--- src/rtl/lui_instr_encoder.sv ---
// Request FIFO plus encoder FSM that turns {rd, value} requests into RV32I LUI (and optional ADDI) words.
// Optional feature: define LUI_ENC_ADDI_EN to emit LUI+ADDI pairs for full 32-bit constants.
module lui_instr_encoder #(
    parameter int DEPTH = 4
) (
    input  logic        clk,
    input  logic        rst,
    input  logic        req_valid,
    output logic        req_ready,
    input  logic [4:0]  req_rd,
    input  logic [31:0] req_value,
    output logic        instr_valid,
    input  logic        instr_ready,
    output logic [31:0] instr,
    output logic        busy,
    output logic [15:0] instr_count
);

    localparam int AW = (DEPTH > 1) ? $clog2(DEPTH) : 1;
    localparam logic [AW:0] DEPTH_C   = (AW + 1)'(DEPTH);
    localparam logic [6:0]  OPC_LUI   = 7'b0110111;
    localparam logic [6:0]  OPC_OPIMM = 7'b0010011;

`ifdef LUI_ENC_ADDI_EN
    typedef enum logic [1:0] {S_IDLE, S_LUI, S_ADDI} state_t;
`else
    typedef enum logic [0:0] {S_IDLE, S_LUI} state_t;
`endif

    function automatic logic [31:0] lui_word(input logic [4:0] rd, input logic [19:0] hi);
        return {hi, rd, OPC_LUI};
    endfunction

`ifdef LUI_ENC_ADDI_EN
    function automatic logic [31:0] addi_word(input logic [4:0] rd, input logic [11:0] lo);
        return {lo, rd, 3'b000, rd, OPC_OPIMM};
    endfunction
`endif

    state_t       state;

    logic [4:0]   rd_mem [DEPTH];
    logic [19:0]  hi_mem [DEPTH];
    logic [AW-1:0] wr_ptr;
    logic [AW-1:0] rd_ptr;
    logic [AW:0]  count;
    logic [AW:0]  count_nxt;

    logic [19:0]  push_hi;
    logic [4:0]   head_rd;
    logic [19:0]  head_hi;
    logic         push;
    logic         pop;
    logic         hs;
    logic         head_ok;
    logic         load_lui;
    logic         load_addi;
    logic         active_nxt;

`ifdef LUI_ENC_ADDI_EN
    logic [11:0]  lo_mem [DEPTH];
    logic [11:0]  head_lo;
    logic [11:0]  lo_pend;
    logic [4:0]   rd_pend;
`else
    logic         unused_lo_bits;
    assign unused_lo_bits = ^req_value[11:0];
`endif

    // The split happens on entry so the FIFO only carries what the encoder needs.
    always_comb begin
`ifdef LUI_ENC_ADDI_EN
        push_hi = req_value[31:12] + {19'd0, req_value[11]};
`else
        push_hi = req_value[31:12];
`endif
    end

    assign head_rd = rd_mem[rd_ptr];
    assign head_hi = hi_mem[rd_ptr];
`ifdef LUI_ENC_ADDI_EN
    assign head_lo = lo_mem[rd_ptr];
`endif

    assign push    = req_valid && req_ready;
    assign hs      = instr_valid && instr_ready;
    assign head_ok = (count != '0) && (head_rd != '0);

    always_comb begin
        pop       = 1'b0;
        load_lui  = 1'b0;
        load_addi = 1'b0;
        case (state)
            S_IDLE: begin
                pop      = (count != '0);
                load_lui = head_ok;
            end
            S_LUI: begin
                if (hs) begin
`ifdef LUI_ENC_ADDI_EN
                    if (lo_pend != '0) begin
                        load_addi = 1'b1;
                    end else if (head_ok) begin
                        pop      = 1'b1;
                        load_lui = 1'b1;
                    end
`else
                    if (head_ok) begin
                        pop      = 1'b1;
                        load_lui = 1'b1;
                    end
`endif
                end
            end
`ifdef LUI_ENC_ADDI_EN
            S_ADDI: begin
                if (hs && head_ok) begin
                    pop      = 1'b1;
                    load_lui = 1'b1;
                end
            end
`endif
            default: begin
                pop = 1'b0;
            end
        endcase
        // A non-idle state survives unless its word is taken with nothing to follow it.
        active_nxt = load_lui || load_addi || ((state != S_IDLE) && !hs);
    end

    always_comb begin
        case ({push, pop})
            2'b10:   count_nxt = count + 1'b1;
            2'b01:   count_nxt = count - 1'b1;
            default: count_nxt = count;
        endcase
    end

    always_ff @(posedge clk) begin
        if (push) begin
            rd_mem[wr_ptr] <= req_rd;
            hi_mem[wr_ptr] <= push_hi;
`ifdef LUI_ENC_ADDI_EN
            lo_mem[wr_ptr] <= req_value[11:0];
`endif
        end
    end

    always_ff @(posedge clk) begin
        if (!rst) begin
            state       <= S_IDLE;
            wr_ptr      <= '0;
            rd_ptr      <= '0;
            count       <= '0;
            req_ready   <= 1'b0;
            busy        <= 1'b0;
            instr_valid <= 1'b0;
            instr       <= '0;
            instr_count <= '0;
`ifdef LUI_ENC_ADDI_EN
            lo_pend     <= '0;
            rd_pend     <= '0;
`endif
        end else begin
            if (push) begin
                wr_ptr <= wr_ptr + 1'b1;
            end
            if (pop) begin
                rd_ptr <= rd_ptr + 1'b1;
            end
            count     <= count_nxt;
            req_ready <= (count_nxt != DEPTH_C);
            busy      <= (count_nxt != '0) || active_nxt;
            if (hs) begin
                instr_count <= instr_count + 1'b1;
            end

            if (load_lui) begin
                instr       <= lui_word(head_rd, head_hi);
                instr_valid <= 1'b1;
                state       <= S_LUI;
`ifdef LUI_ENC_ADDI_EN
                lo_pend     <= head_lo;
                rd_pend     <= head_rd;
`endif
            end
`ifdef LUI_ENC_ADDI_EN
            else if (load_addi) begin
                instr   <= addi_word(rd_pend, lo_pend);
                lo_pend <= '0;
                state   <= S_ADDI;
            end
`endif
            else if (hs) begin
                instr_valid <= 1'b0;
                state       <= S_IDLE;
            end
        end
    end

endmodule
--- config.mk ---
export PLATFORM = sky130hd
export DESIGN_NAME = lui_instr_encoder
export DESIGN_NICKNAME = d
export VERILOG_FILES = /design/src/rtl/lui_instr_encoder.sv
export SDC_FILE = /design/constraint.sdc
export NUM_CORES = 1
export LEC_CHECK = 0
export CAP_MARGIN = 20
export CORE_ASPECT_RATIO = 1.5
export CORE_MARGIN = 2
export CORE_UTILIZATION = 58
export CTS_CLUSTER_SIZE = 16
export DETAILED_ROUTE_END_ITERATION = 12
export GPL_TIMING_DRIVEN = 0
export PLACE_DENSITY = 0.85
export RECOVER_POWER = 25
export SLEW_MARGIN = 10
export SYNTH_ARGS = -nofsm -noshare
export SYNTH_HDL_FRONTEND = slang
export SYNTH_SLANG_ARGS = --single-unit
export TNS_END_PERCENT = 10
--- constraint.sdc ---
create_clock -name clk -period 6.5 [get_ports clk]
set_input_delay 1.3 -clock clk [delete_from_list [all_inputs] [get_ports clk]]
set_output_delay 1.3 -clock clk [all_outputs]
set_load 0.01 [all_outputs]
# Word level (Yosys, flattened, before mapping)
# Memories as Yosys holds them, arrays and structs flattened. A register that Yosys moved wholly into a read port is not among the register bits.
# Cells that the tools add are included.
totals:
  reg_bits: 56
  latchBits: 0
  ramBits: 100
  rom_bits: 0
  inputBits: 41
  out_inout_bits: 51
  word_cells: 42
  memories: 2
op_classes:
  n_addsub: 5
  n_mul: 0
  n_div: 0
  n_lt_le_gt_ge: 0
  n_eq_ne: 3
  n_shift: 0
  muxes: 11
  bitwise: 1
  n_reduce_logical: 12
memory_table:
  columns: ["name", "words", "word_bits", "read_ports", "rd_clocked_by_memory_dff", "wr", "line", "source"]
  rows:
  - ["hi_mem", 4, 20, 1, 1, 1, "43", "logic [19:0] hi_mem [DEPTH];"]
  - ["rd_mem", 4, 5, 1, 1, 1, "42", "logic [4:0] rd_mem [DEPTH];"]
ops:
  columns: ["cell", "count"]
  rows:
  - ["16-bit by 1-bit adder with 16-bit output (second input constant)", 1]
  - ["1-bit 2-to-1 mux", 6]
  - ["3-bit case mux with 2 select lines", 1]
  - ["3-bit nonzero test", 2]
  - ["5-bit nonzero test", 1]
  - ["2-bit by 1-bit adder with 2-bit output (second input constant)", 2]
  - ["1-bit logical AND", 4]
  - ["2-bit 2-to-1 mux", 2]
  - ["1-bit case mux with 2 select lines", 2]
  - ["3-bit by 1-bit adder with 3-bit output (second input constant)", 1]
  - ["3-bit != test (second input constant)", 1]
  - ["3-bit by 1-bit subtractor with 3-bit output (second input constant)", 1]
  - ["2-bit by 1-bit == test with 1-bit output (second input constant)", 1]
  - ["2-bit == test (second input constant)", 1]
  - ["1-bit zero test", 2]
  - ["1-bit logical OR", 2]
  - ["2-bit nonzero test", 1]
  - ["1-bit NOT", 1]

# Longest topological paths before layout
depth:
  depth_word: 9
  mapped_depth: 13
  ltp_nobuf: 11

# Least setup slack after synthesis
# Ideal clock, no wire load.
synth_timing:
  path_type: "input to register"
  start: "input instr_ready"
  end: "register busy"
  setup_time_ps: 138
  arrival_time_ps: 2751
  required_ps: 6362
  setup_slack_ps: 3611
  path_stages: 10
  path_buffers: 0
  cell_sequence: "nand2b_1 nand2_1 nor2_1 ha_1 inv_1 fa_1 xor2_1 nor2_1 xnor2_1 a41oi_1"
synth_via:
  elab_chain_cells: 7
  elab_cells_between_ends: 12
  cone_classes: "eq/ne: 2; mux: 4; reduce/logical: 6"
synth_lines:
  columns: ["element", "line", "source"]
  rows:
  - ["start, declared", "13", "input logic instr_ready,"]
  - ["1-bit logical AND *", "86", "assign hs = instr_valid && instr_ready;"]
  - ["1-bit 2-to-1 mux *", "99", "if (hs) begin"]
  - ["1-bit case mux with 2 select lines *", "93", "case (state)"]
  - ["via pop", "53", "logic pop;"]
  - ["2-bit by 1-bit == test with 1-bit output / 2-bit == test (equally long branches)", "132", "case ({push, pop})"]
  - ["3-bit case mux with 2 select lines *", "132", null]
  - ["3-bit nonzero test *", "173", "busy <= (count_nxt != '0) || active_nxt;"]
  - ["1-bit logical OR *", "173", null]
  - ["end signal, assigned", "173", null]
  - ["end, declared", "15", "output logic busy,"]
# Mark *: on every way through the listed nets, which the timed path passes. The rest lies on a longest branch.
# A chain may end at the register's enable or synchronous reset.

# Worst setup path after layout
# Same ends and word-level chain as after synthesis.

==> impl_metrics.toml <==
[finish]
nFillCells = 618
multi_input_area_mm2 = 0.00175
areaGrowthSynthToFinish_pct = 25.4
nets = 544
layout-drive-gt1-share_pct = 13.6
final_common_cell = "edfxtp_1"
seq_area_mm2 = 0.00408
antennaDiodeCount = 0
mostFrequentLayoutCells = "edfxtp_1, clkdlybuf4s50_1, nand2_1"

[clock_tree]
cts_tree = "done"
clkSinkCount = 154
cts_hold_buf = 0
cts_htree_levels = 4
cts-root-buf = "clkbuf_16"
clock_latency_ns = 0.42
cts_buffer_depth = 2
cts-resized-gates = 0
post-cts-setup-buffer-count = 0
path_clk_slew_ns = 0.06
cts_buffers = 17

[pwr]
clkPwrFrac_pct = 32.2
p_comb_share_pct = 28.2
switching_share_pct = 27.9
total_power_w = 0.00322
leakagePower_nw = 2.69
p_int_w = 0.00232
power_frac_seq_pct = 39.6
power_density_mw_per_mm2 = 425
irDropWorstVdd_mv = 0.299
power.switching_w = 0.000898

[flow_run]
drv_cap = 0

[worst_setup_path]
rr_worst_depth = 13
reg2reg_to = "busy"
required_ns = 6.78
end_kind = "register"
cp_max_fo = 6
reg2reg_slack_ns = 3.44
arrival_ns = 3.58
startpoint_type = "input pin"
critical_path_class = "in -> reg"

[timing]
min_period_ns = 3.30
fin_skew_ns = 0.00811
grt_setup_unrepaired = "false"
setup_viol = 0
fin_crit_sh_pct = 50.8
whs_ns = 0.462
slew_headroom_pct = 51.6
max_freq_mhz = 303
finalSetupTns_ns = 0
hold_viol_final = 0
slew_viol_final = 0
worst_pin_slew_ns = 0.726

[global_routing]
grt_pass1_vias = 3795
grt_pass1_wl_um = 19700
grt_max_degree = 26
antenna_found_initial = 0
grt_usage_pct = 24.0
grt_overflow = 0

[yosys]
ys_async_sr_fraction_pct = 0
synthXorXnorAreaFrac_pct = 1.88
synth.area.mux_share_pct = 13.1
synth_top_family_by_area = "multiplexers"
syn-cell-area_mm2 = 0.00604
synth_cells = 400
synth_seq_cells = 154
synth_simple_gate_area_share_pct = 8.35
synthAdderAreaFrac_pct = 1.57
avgSynthCellArea_um2 = 15.1
ys_seq_area_share_pct = 67.6
synth_compound_area_share_pct = 3.85
synth_edf_count = 100
synth_cell_types = 41
yosys_warnings = 0
synth_top_flop_cell = "edfxtp_1"

[routing]
wl_per_cell_um = 19.9
drc = 0
drt_pre_antenna_iters = 5
dr_total_vias = 3658
routed_via_density = 5.84
drt_iter0_markers = 312
drt_wl_total_um = 12500
ant_nets = 0

[floorplanning]
initial_core_util_pct = 59.6
die_w_um = 87.3
core_area_mm2 = 0.0101
die_y_um = 129
rows = 45
io_pins = 92
die_area_mm2 = 0.0113

[min_path]
min_from = "instr[30]"
min_to = "instr[30]"
holdPathStages = 2
hp-class = "reg -> reg"

[run_status]
status = "finished clean"

[placed_design]
hpwl_um = 7780
gp_congestion = 0.821
port_buffers = 76
[metrics by stage]
stage / std cells / instance area (µm²) / utilization, % / setup slack [ns]
after floorplan: 401 / 6050 / - / 3.61
after global placement: 594 / 6950 / 68.6 / 2.87
after detailed placement: 594 / 6960 / 68.7 / 2.82
after CTS: 626 / 7580 / 74.8 / 3.24
after global routing: 626 / 7580 / 74.8 / 3.08
final: 626 / 7580 / 74.8 / 3.20
[cells by family after synthesis]
family | after synthesis
mux | 47
compound gates | 31
fa+ha+maj | 7
xor+xnor | 13
other cells | 1
buf+inv | 38
simple gates | 109
flops | 154
[critical path, stage by stage]
cell	delay [ns]
clkdlybuf4s50_1	0.58
nand2b_1	0.24
nand2_1	0.10
nor2_1	0.11
ha_1	0.18
inv_1	0.06
fa_1	0.38
xor2_1	0.15
nor2_1	0.19
xnor2_1	0.16
a41oi_1	0.13
[cell type report]
type	count	area share, %
clock inverters	11	2.25
multi-input cells	209	23.1
plain buffers	27	2.28
clock buffers	21	5.94
inverters	11	0.545
flip-flops and latches	154	53.9
well taps	117	1.93
repair buffers	76	10.0
[power by group through the flow]
| stage | combinational (W) | sequential [W] | clock (W) |
|---|---|---|---|
| 3_3_place_gp | 0.000870 | 0.00128 | 0 |
| 5_1_grt | 0.000973 | 0.00129 | 0.00109 |
| 2_1_floorplan | 0.000544 | 0.00131 | 0 |
| 3_5_place_dp | 0.000900 | 0.00129 | 0 |
| 4_1_cts | 0.000920 | 0.00127 | 0.00104 |
| 6_report | 0.000909 | 0.00127 | 0.00104 |
[routing by layer]
metal	up-vias	track usage, %	share of wire (%)
met4	0	11.1	2.2
met2	135	41.8	55
met1	1812	28.3	38
li1	1686	-	-
met5	-	0	0
met3	25	4.81	5.1
[Yosys cell counts (4+ instances only)]
master	number	area, µm²
a21oi_1	8	40.0
and3_1	7	43.8
buf_4	6	45.0
clkbuf_1	13	48.8
dfxtp_1	54	1080
edfxtp_1	100	3000
ha_1	6	75.1
inv_1	11	41.3
mux2i_1	22	220
mux4_2	22	495
nand2_1	55	206
nand2b_1	5	31.3
nand3_1	9	45.0
nand4_1	4	25.0
nor2_1	14	52.6
o21ai_0	5	25.0
or3_1	6	37.5
xor2_1	10	87.6
[worst max path at each step]
| stage | from | endpoint | slack [ns] |
|---|---|---|---|
| 4_1_cts | instr_ready | busy | 3.24 |
| 5_1_grt | instr_ready | busy | 3.08 |
| 3_3_place_gp | instr_ready | busy | 2.87 |
| 6_report | instr_ready | busy | 3.20 |
| 2_1_floorplan | instr_ready | busy | 3.61 |
| 3_5_place_dp | instr_ready | busy | 2.82 |
[registers in the layout, indices dropped and copies added (netlist names), named ones only]
register	flops
busy	1
req_ready	1
instr_count	16
wr_ptr	2
instr	26
state	1
rd_ptr	2
rd_mem	20
count	3
hi_mem	80
No activity file was read; power rests on OpenSTA's default activity.
